### src/rtl/receiver_rsa_blind_if.sv
// Request/result bundle between the receiver blinding stage and whatever drives it.
// master drives the job inputs; slave is the blinding stage itself.
interface receiver_rsa_blind_if;
   logic        gen;
   logic        choice;
   logic [31:0] k;
   logic [31:0] e;
   logic [31:0] N;
   logic [31:0] rand_val0;
   logic [31:0] rand_val1;
   logic [31:0] received_data;
   logic        gen_end;
   logic        busy;

   modport master (
      output gen, choice, k, e, N, rand_val0, rand_val1,
      input  received_data, gen_end, busy
   );

   modport slave (
      input  gen, choice, k, e, N, rand_val0, rand_val1,
      output received_data, gen_end, busy
   );
endinterface

### src/rtl/receiver_rsa_blind.sv
// Receiver-side OT blinding: v = (x_b + k^e) mod N, using one bit-serial modular
// multiplier shared by input reduction, multiply and square (right-to-left exponentiation).
module receiver_rsa_blind (
   input  logic                  clk,
   input  logic                  rstn,
   receiver_rsa_blind_if.slave   bus
);

   typedef enum logic [2:0] {
      S_IDLE,
      S_RED_K,
      S_RED_X,
      S_EXP_CHK,
      S_MULR,
      S_SQR,
      S_ADD
   } state_t;

   state_t      state, state_nx;

   logic [31:0] k_reg, e_reg, n_reg, x_reg;
   logic [31:0] base, xr, res;
   logic [31:0] acc;
   logic [4:0]  cnt;
   logic [31:0] received_data_r;
   logic        gen_end_r, busy_r;

   logic [31:0] op_a, op_b;
   logic        op_bit, last, mm_run, n_small;
   logic [32:0] n_ext, dbl, dbl_r, sum, add_s;
   logic [31:0] mm_res, add_res;

   assign bus.received_data = received_data_r;
   assign bus.gen_end       = gen_end_r;
   assign bus.busy          = busy_r;

   assign n_small = (n_reg < 32'd2);
   assign last    = (cnt == 5'd31);
   assign n_ext   = {1'b0, n_reg};

   // Multiplier operands come from the state; b is scanned MSB first via cnt.
   always_comb begin
      op_a   = '0;
      op_b   = '0;
      mm_run = 1'b0;
      case (state)
         S_RED_K: begin op_a = 32'd1; op_b = k_reg; mm_run = !n_small; end
         S_RED_X: begin op_a = 32'd1; op_b = x_reg; mm_run = 1'b1;     end
         S_MULR:  begin op_a = res;   op_b = base;  mm_run = 1'b1;     end
         S_SQR:   begin op_a = base;  op_b = base;  mm_run = 1'b1;     end
         default: ;
      endcase
   end

   always_comb begin
      op_bit  = op_b[5'd31 - cnt];
      dbl     = {acc, 1'b0};
      dbl_r   = (dbl >= n_ext) ? dbl - n_ext : dbl;
      sum     = op_bit ? dbl_r + {1'b0, op_a} : dbl_r;
      mm_res  = 32'((sum >= n_ext) ? sum - n_ext : sum);
      add_s   = {1'b0, xr} + {1'b0, res};
      add_res = 32'((add_s >= n_ext) ? add_s - n_ext : add_s);
   end

   always_ff @(posedge clk or negedge rstn) begin
      if (!rstn) state <= S_IDLE;
      else       state <= state_nx;
   end

   always_comb begin
      state_nx = state;
      case (state)
         S_IDLE:    if (bus.gen) state_nx = S_RED_K;
         // N<2 is judged on the latched value, so the bail-out happens one cycle in.
         S_RED_K:   if (n_small) state_nx = S_ADD;
                    else if (last) state_nx = S_RED_X;
         S_RED_X:   if (last) state_nx = S_EXP_CHK;
         S_EXP_CHK: if (e_reg == '0) state_nx = S_ADD;
                    else if (e_reg[0]) state_nx = S_MULR;
                    else state_nx = S_SQR;
         S_MULR:    if (last) state_nx = S_SQR;
         S_SQR:     if (last) state_nx = S_EXP_CHK;
         S_ADD:     state_nx = S_IDLE;
         default:   state_nx = S_IDLE;
      endcase
   end

   always_ff @(posedge clk or negedge rstn) begin
      if (!rstn) begin
         k_reg           <= '0;
         e_reg           <= '0;
         n_reg           <= '0;
         x_reg           <= '0;
         base            <= '0;
         xr              <= '0;
         res             <= '0;
         acc             <= '0;
         cnt             <= '0;
         received_data_r <= '0;
         gen_end_r       <= 1'b0;
         busy_r          <= 1'b0;
      end else begin
         gen_end_r <= 1'b0;

         if (mm_run) begin
            cnt <= cnt + 5'd1;
            acc <= last ? '0 : mm_res;
         end

         case (state)
            S_IDLE: if (bus.gen) begin
               k_reg  <= bus.k;
               e_reg  <= bus.e;
               n_reg  <= bus.N;
               x_reg  <= bus.choice ? bus.rand_val1 : bus.rand_val0;
               base   <= '0;
               xr     <= '0;
               res    <= '0;
               acc    <= '0;
               cnt    <= '0;
               busy_r <= 1'b1;
            end
            S_RED_K: if (mm_run && last) base <= mm_res;
            S_RED_X: if (last) begin
               xr  <= mm_res;
               res <= 32'd1;
            end
            S_MULR: if (last) res <= mm_res;
            S_SQR: if (last) begin
               base  <= mm_res;
               e_reg <= e_reg >> 1;
            end
            S_ADD: begin
               received_data_r <= add_res;
               gen_end_r       <= 1'b1;
               busy_r          <= 1'b0;
            end
            default: ;
         endcase
      end
   end

endmodule

### src/flat_wrapper.sv
// flat-port wrapper written by rule: the top's interface ports become plain ports
module receiver_rsa_blind_flat 
  (clk, rstn, bus_gen, bus_choice, bus_k, bus_e, bus_N, bus_rand_val0, bus_rand_val1, bus_received_data, bus_gen_end, bus_busy);
  receiver_rsa_blind_if bus_i ();
  input  logic clk;
  input  logic rstn;
  input wire logic [$bits(bus_i.gen)-1:0] bus_gen;
  input wire logic [$bits(bus_i.choice)-1:0] bus_choice;
  input wire logic [$bits(bus_i.k)-1:0] bus_k;
  input wire logic [$bits(bus_i.e)-1:0] bus_e;
  input wire logic [$bits(bus_i.N)-1:0] bus_N;
  input wire logic [$bits(bus_i.rand_val0)-1:0] bus_rand_val0;
  input wire logic [$bits(bus_i.rand_val1)-1:0] bus_rand_val1;
  output wire logic [$bits(bus_i.received_data)-1:0] bus_received_data;
  output wire logic [$bits(bus_i.gen_end)-1:0] bus_gen_end;
  output wire logic [$bits(bus_i.busy)-1:0] bus_busy;
  assign bus_i.gen = bus_gen;
  assign bus_i.choice = bus_choice;
  assign bus_i.k = bus_k;
  assign bus_i.e = bus_e;
  assign bus_i.N = bus_N;
  assign bus_i.rand_val0 = bus_rand_val0;
  assign bus_i.rand_val1 = bus_rand_val1;
  assign bus_received_data = bus_i.received_data;
  assign bus_gen_end = bus_i.gen_end;
  assign bus_busy = bus_i.busy;
  receiver_rsa_blind u_core (.clk(clk), .rstn(rstn), .bus(bus_i));
endmodule
### config.mk
export PLATFORM = sky130hd
export DESIGN_NAME = receiver_rsa_blind_flat
export DESIGN_NICKNAME = d
export VERILOG_FILES = /design/src/rtl/receiver_rsa_blind_if.sv /design/src/rtl/receiver_rsa_blind.sv /design/src/flat_wrapper.sv
export SDC_FILE = /design/constraint.sdc
export NUM_CORES = 1
export LEC_CHECK = 0
export BUFFER_PORTS_ARGS = -buffer_cell sky130_fd_sc_hd__buf_2
export CORE_MARGIN = 2
export CORE_UTILIZATION = 45
export DETAILED_ROUTE_END_ITERATION = 6
export PLACE_DENSITY_LB_ADDON = 0.12
export SLEW_MARGIN = 10
export SYNTH_ARGS = -nofsm -noshare
export SYNTH_HDL_FRONTEND = slang
export SYNTH_SLANG_ARGS = --single-unit
### constraint.sdc
create_clock -name clk -period 9.3 [get_ports clk]
set_input_delay 1.86 -clock clk [delete_from_list [all_inputs] [get_ports clk]]
set_output_delay 1.86 -clock clk [all_outputs]
set_load 0.005 [all_outputs]
## Word-level counts from Yosys, hierarchy flattened

Index checks and enable logic that the tools add are counted.

- Order comparisons: 5
- Equality and inequality tests: 14
- Reductions and logical operators: 20
- $add $sub $neg: 7
- Mux-type cells: 38

Operator list:

| operator | number |
|---|---|
| 2-to-1 mux 32 bit | 13 |
| case mux 32 bit (3 select lines) | 4 |
| case mux 32 bit (2 select lines) | 2 |
| greater-or-equal comparator 33 x 32 -> 1 bit | 3 |
| 2-to-1 mux 33 bit | 2 |
| subtractor 32 bit | 2 |
| adder 32 x 32 -> 33 bit | 1 |
| adder 33 x 32 -> 33 bit | 1 |
| subtractor 33 x 32 -> 33 bit | 1 |
| logical NOT 32 bit | 1 |
| < comparator 32 x 2 -> 1 bit, second input constant | 1 |
| 2-to-1 mux 3 bit | 6 |
| 2-to-1 mux 5 bit | 3 |
| case mux 3 bit (5 select lines) | 1 |
| AND reduction 4 bit | 3 |
| inequality test 2 x 1 -> 1 bit, second input constant | 5 |
| == test 3 bit, second input constant | 3 |
| == test 3 x 2 -> 1 bit, second input constant | 2 |
| < comparator 5 x 6 -> 1 bit, second input constant | 1 |
| AND reduction 3 bit | 2 |
| nonzero test 2 bit | 3 |
| nonzero test 3 bit | 2 |
| OR reduction 2 bit | 3 |
| adder 5 x 1 -> 5 bit, second input constant | 1 |
| 13 further kinds | 18 |

- Register bits: 298
- Logic and storage cells: 97
- Input bits: 164

## Longest topological paths before layout

- Word-level depth: 12
- Depth in mapped cells: 39
- Gate-level depth less buffers: 34

## Least setup slack after synthesis

No wires, ideal clock.

- Path type: flip-flop to flip-flop
- Start point: register u_core.n_reg[1]
- End point: register u_core.xr[1]
- Cell stages (with the launch flop): 37
- Library setup time: 0.083 ns
- Path buffers: 5
- Period minus slack after synthesis: 7.759 ns
- Path slack: 1.541 ns
- Data arrival time: 7.676 ns
- Cells stage by stage: dfrtp_1 > inv_1 > ha_1 > nor2b_1 > o31a_1 > o31ai_2 > a21oi_1 > or3b_1 > clkbuf_1 > a21oi_2 > buf_4 > buf_6 > mux2_2 > ha_1 > o21ai_0 > a211oi_1 > a21oi_1 > and3_1 > nor2b_1 > a21oi_1 > mux2_2 > a2111oi_0 > mux2_2 > ha_1 > clkbuf_1 > inv_1 > o221ai_1 > a21oi_1 > o21ai_0 > a311oi_1 > o21ai_0 > nor3_1 > o21ai_0 > nor3_4 > buf_6 > mux2_2 > o21ai_0

- Longest elaborated chain between the ends: 8
- Elaborated cells on any way between the ends: 10

Ends and longest elaborated chain:

| item | RTL line | source |
|---|---|---|
| start, declared | receiver_rsa_blind.sv:21 | `logic [31:0] k_reg, e_reg, n_reg, x_reg;` |
| start signal, assigned | receiver_rsa_blind.sv:114 | `n_reg <= bus.N;` |
| subtractor 33 x 32 -> 33 bit or greater-or-equal comparator 33 x 32 -> 1 bit (tied branches) | receiver_rsa_blind.sv:58 | `dbl_r = (dbl >= n_ext) ? dbl - n_ext : dbl;` |
| 2-to-1 mux 33 bit | receiver_rsa_blind.sv:58 |  |
| adder 33 x 32 -> 33 bit | receiver_rsa_blind.sv:59 | `sum = op_bit ? dbl_r + {1'b0, op_a} : dbl_r;` |
| 2-to-1 mux 33 bit | receiver_rsa_blind.sv:59 |  |
| subtractor 32 bit or greater-or-equal comparator 33 x 32 -> 1 bit (tied branches) | receiver_rsa_blind.sv:60 | `mm_res = 32'((sum >= n_ext) ? sum - n_ext : sum);` |
| 2-to-1 mux 32 bit (*) | receiver_rsa_blind.sv:60 |  |
| 2-to-1 mux 32 bit (*) | receiver_rsa_blind.sv:124 | `S_RED_X: if (last) begin` |
| case mux 32 bit (2 select lines) (*) | receiver_rsa_blind.sv:110 | `case (state)` |
| end signal, assigned | receiver_rsa_blind.sv:125 | `xr <= mm_res;` |
| end, declared | receiver_rsa_blind.sv:22 | `logic [31:0] base, xr, res;` |

Every way passes the cells marked *; elsewhere a longest branch is shown, timed or not. The select of a mux whose other input is x is not followed.
A chain may end at the register's enable or synchronous reset.

## Final worst setup path

- Start point: register u_core.n_reg[1]
- End point: register u_core.base[20]

- Longest elaborated chain between the ends: 8
- Elaborated cells on any way between the ends: 17

Ends and longest elaborated chain:

| item | RTL line | source |
|---|---|---|
| subtractor 33 x 32 -> 33 bit or greater-or-equal comparator 33 x 32 -> 1 bit (tied branches) | receiver_rsa_blind.sv:58 |  |
| 2-to-1 mux 33 bit | receiver_rsa_blind.sv:58 |  |
| adder 33 x 32 -> 33 bit | receiver_rsa_blind.sv:59 |  |
| 2-to-1 mux 33 bit | receiver_rsa_blind.sv:59 |  |
| subtractor 32 bit or greater-or-equal comparator 33 x 32 -> 1 bit (tied branches) | receiver_rsa_blind.sv:60 |  |
| 2-to-1 mux 32 bit | receiver_rsa_blind.sv:60 |  |
| 2-to-1 mux 32 bit (on tied branches) | receiver_rsa_blind.sv:129, receiver_rsa_blind.sv:123 |  |
| case mux 32 bit (3 select lines) | receiver_rsa_blind.sv:110 |  |
| end signal, assigned | receiver_rsa_blind.sv:123 | `S_RED_K: if (mm_run && last) base <= mm_res;` |
| end signal, assigned | receiver_rsa_blind.sv:130 | `base <= mm_res;` |
| end, declared | receiver_rsa_blind.sv:22 |  |

Several ways; a longest one is shown, not always the timed one. The select of a mux whose other input is x is not followed.

==> summary.txt <==
Outcome
  • Result of the run: completed

Yosys
  • Number of enable flip-flop cells after synthesis: 0
  • Share of async-settable or async-resettable flops after synthesis: 100%
  • Area share of the largest cell type after synthesis: roughly a third
  • Cell area after technology mapping: around 22000 um^2
  • Cell accounting for the most synthesized area: sky130_fd_sc_hd__dfrtp_1
  • Top_reg_cell synth: sky130_fd_sc_hd__dfrtp_1
  • Number of warnings issued by yosys: 0
  • Net Count, Synth: 2982
  • Total of flip-flops plus latches after synthesis: a little under 300
  • Top area cells in the synthesized netlist: sky130_fd_sc_hd__dfrtp_1 (33%), sky130_fd_sc_hd__ha_1 (9.1%), sky130_fd_sc_hd__mux2i_1 (6.8%)
  • Average footprint of a synthesized cell: 8.43 um^2
  • Number of different library cells in the post-synthesis netlist: ~80
  • Synthesized netlist cell count: around 2700
  • Part of the Yosys area used for sequential elements: between 30% and 40%

Setup path
  • Critical Path Max Stage Delay: 0.51 ns
  • CP Data Arrival Time: between 9 and 10 ns
  • CP Data Required Time: slightly below 10 ns
  • Crit path max-delay cell type: sky130_fd_sc_hd__dfrtp_1
  • Type of the worst setup path: register to register
  • Max FO, Critical Path: 10
  • CP Capture Type: register
  • Startpoint type of the worst setup path: register

Route
  • Pre-antenna DRT Iters: 6
  • DRT iter0 DRCs: between 1500 and 2000
  • Number of antenna-violating nets in the routed design: 0
  • DR WL/cell: ~22 um
  • Count of unresolved DRC violations after routing: 0
  • Sum of routed wire length over all layers: about 79000 um
  • Vias/cell: 5.92
  • Routed vias: 21000

GRT
  • First-pass GRT wire length: between 100000 and 150000 um
  • Via count of the first global-routing pass: 20500
  • GRT Overall Usage: between 30% and 40%
  • Largest net degree at the start of global routing: between 150 and 200
  • Antenna violations before repair: 2
  • Sum of overflow across all layers after global routing: 0

Die
  • Vertical die dimension: 227 um
  • Num rows: 81
  • Initial core utilization: 45.7%
  • Die X: between 200 and 250 um
  • I/O Pins: between 150 and 200
  • Die area: between 50000 and 60000 um^2
  • Area of the core: slightly below 50000 um^2

STA
  • Hold slack final: around 0.47 ns
  • Slew HR: 26.6%
  • Number of failing hold endpoints at the final stage: 0
  • Layout Skew: 0.0210 ns
  • Final cycle utilization of the critical path: 95.4%
  • Maximum clock frequency: between 0.1 and 0.15 GHz
  • Slew of the pin with the lowest slew margin: between 1 and 1.5 ns
  • Final worst-path setup slack: around 0.42 ns
  • Final max-slew violation count: 0
  • Post-layout minimum cycle time: roughly 8.9 ns
  • Final-report setup violation count: 0

Cells and area
  • Fraction of final layout cells with drive strength greater than 1: between 10% and 20%
  • Multi-input logic area: 14100 um^2
  • Post-route insts no fill: 3553
  • Layout filler cell count: 4713
  • Sequential cell area: between 7000 and 8000 um^2
  • Relative area change from synthesis to final layout: 15.9%
  • Post-layout net count: ~3200

Place
  • Input/output buffers: ~200
  • Half-perimeter wire length after placement: slightly above 60000 um
  • Total placed cells including tap cells: 3475
  • Final RePlAce weighted congestion: about 1.0
  • Setup WS pre-CTS: around 0.10 ns

Clock network
  • Longest Clk Path Bufs: 3
  • TritonCTS Buffers: 39
  • Sinks on the clock net: between 200 and 300
  • Clock H-tree levels: 2
  • CTS root buf: sky130_fd_sc_hd__clkbuf_16
  • Clock tree from TritonCTS: built
  • Clock input transition at the sequential cells of the worst setup and hold paths: 0.06 ns
  • Clock insertion delay at the later pin of the skew report: approximately 0.56 ns

Hold path
  • Worst hold path type: register to register

Job
  • Count of maximum capacitance violations: 0
[cell type report]
type,count,area share (%)
multi-input combinational,2135,54.4
timing repair buffer,301,7.11
clock buffer,52,4.19
sequential,298,28.8
antenna,1,0.00966
clock inverter,17,1.10
inverter,85,1.23
tap,664,3.21
[routing by layer]
| layer | wire length (um) | GRT usage [%] | part of all wire [%] |
|---|---|---|---|
| met1 | 36400 | 43.8 | 46 |
| met5 | 0 | 0 | 0 |
| met4 | 2800 | 10.8 | 3.5 |
| met2 | 33800 | 47.0 | 43 |
| met3 | 6020 | 5.14 | 7.6 |
[worst paths after layout]
check                      cells past startpoint                      endpoint                          from  slack [ns]
max                                           36               u_core.base[20]               u_core.n_reg[1]        0.42
min                                            2  u_core.bus.received_data[17]  u_core.bus.received_data[17]        0.47
max reg2reg                                   36               u_core.base[20]               u_core.n_reg[1]        0.42
min reg2reg                                    2  u_core.bus.received_data[17]  u_core.bus.received_data[17]        0.47
max in group asynchronous                      2              u_core.k_reg[26]                          rstn        6.60
min in group asynchronous                      1   u_core.bus.received_data[2]                          rstn        1.26
[metrics by stage]
step                util, %  setup TNS [ns]  cell area (um^2)
floorplan                 -               0             22400
global placement       50.0               0             24500
detailed placement     50.0               0             24500
CTS                    52.8               0             25800
global route           52.9         -0.0239             25900
finish                 52.9               0             25900
[critical path: cells and delay by family (launching register included)]
| kind | cells | cell delay [ns] |
|---|---|---|
| buf+inv | 7 | 0.99 |
| fa+ha+maj | 3 | 0.89 |
| simple gates | 6 | 1.46 |
| mux | 4 | 1.31 |
| flops | 1 | 0.51 |
| compound gates | 16 | 3.57 |
[what timing repair did]
item	in CTS	in global routing
setup endpoints to repair	0	128
hold buffers	0	0
setup buffers	0	8
gates resized for setup	0	1
[synthesized netlist by cell type, types with 14 or more instances]
master	instances
sky130_fd_sc_hd__a22oi_1	27
sky130_fd_sc_hd__nand4_1	20
sky130_fd_sc_hd__o21a_1	23
sky130_fd_sc_hd__mux2_2	36
sky130_fd_sc_hd__nor4_1	21
sky130_fd_sc_hd__nor3_1	26
sky130_fd_sc_hd__nand2b_1	25
sky130_fd_sc_hd__buf_2	15
sky130_fd_sc_hd__a21oi_1	186
sky130_fd_sc_hd__nand3_1	68
sky130_fd_sc_hd__o211ai_1	27
sky130_fd_sc_hd__inv_1	84
sky130_fd_sc_hd__a22o_1	15
sky130_fd_sc_hd__xnor2_1	87
sky130_fd_sc_hd__mux2i_1	152
sky130_fd_sc_hd__buf_1	15
sky130_fd_sc_hd__o21ai_1	14
sky130_fd_sc_hd__dfrtp_1	298
sky130_fd_sc_hd__a21o_1	72
sky130_fd_sc_hd__clkbuf_1	98
sky130_fd_sc_hd__a211oi_1	21
sky130_fd_sc_hd__ha_1	162
sky130_fd_sc_hd__xor2_1	50
sky130_fd_sc_hd__and3_1	26
sky130_fd_sc_hd__o21ai_0	299
sky130_fd_sc_hd__nor2b_1	22
sky130_fd_sc_hd__nor2_1	161
sky130_fd_sc_hd__a31oi_1	18
sky130_fd_sc_hd__nand2_1	400
[cells by family (layout without fill, tap and decap cells)]
group | after synthesis | count (layout) | synth area share, %
and+or+nand+nor | 823 | 823 | 16.5
AOI/OAI and AO/OA | 819 | 819 | 22.7
DFF | 298 | 298 | 33.4
buffers and inverters | 218 | 455 | 3.86
muxes | 189 | 189 | 8.72
adders and majority gates | 167 | 167 | 9.52
xor gates and xnor gates | 137 | 137 | 5.37
other | 0 | 1 | 0
[cells in the final DEF (no fill, tap or decap), types with 14 or more instances in the layout]
| cell type | Yosys | layout |
|---|---|---|
| sky130_fd_sc_hd__nand4_1 | 20 | 20 |
| sky130_fd_sc_hd__o21a_1 | 23 | 23 |
| sky130_fd_sc_hd__nor2_1 | 161 | 160 |
| sky130_fd_sc_hd__a22o_1 | 15 | 14 |
| sky130_fd_sc_hd__nand2_1 | 400 | 398 |
| sky130_fd_sc_hd__nor2b_1 | 22 | 22 |
| sky130_fd_sc_hd__o211ai_1 | 27 | 27 |
| sky130_fd_sc_hd__a21oi_1 | 186 | 185 |
| sky130_fd_sc_hd__o21ai_0 | 299 | 299 |
| sky130_fd_sc_hd__and3_1 | 26 | 26 |
| sky130_fd_sc_hd__a21o_1 | 72 | 72 |
| sky130_fd_sc_hd__a31oi_1 | 18 | 18 |
| sky130_fd_sc_hd__nand3_1 | 68 | 68 |
| sky130_fd_sc_hd__nand2b_1 | 25 | 24 |
| sky130_fd_sc_hd__buf_4 | 3 | 98 |
| sky130_fd_sc_hd__inv_1 | 84 | 84 |
| sky130_fd_sc_hd__nor4_1 | 21 | 21 |
| sky130_fd_sc_hd__a211oi_1 | 21 | 21 |
| sky130_fd_sc_hd__mux2_2 | 36 | 36 |
| sky130_fd_sc_hd__xnor2_1 | 87 | 87 |
| sky130_fd_sc_hd__mux2i_1 | 152 | 152 |
| sky130_fd_sc_hd__ha_1 | 162 | 162 |
| sky130_fd_sc_hd__nor3_1 | 26 | 25 |
| sky130_fd_sc_hd__o21ai_1 | 14 | 14 |
| sky130_fd_sc_hd__dfrtp_1 | 298 | 297 |
| sky130_fd_sc_hd__buf_2 | 15 | 196 |
| sky130_fd_sc_hd__xor2_1 | 50 | 50 |
| sky130_fd_sc_hd__a22oi_1 | 27 | 27 |
| sky130_fd_sc_hd__clkbuf_16 | 0 | 39 |
Power is not shown: default switching activity piles up to over one toggle a cycle in this logic, so the estimate is an artifact.
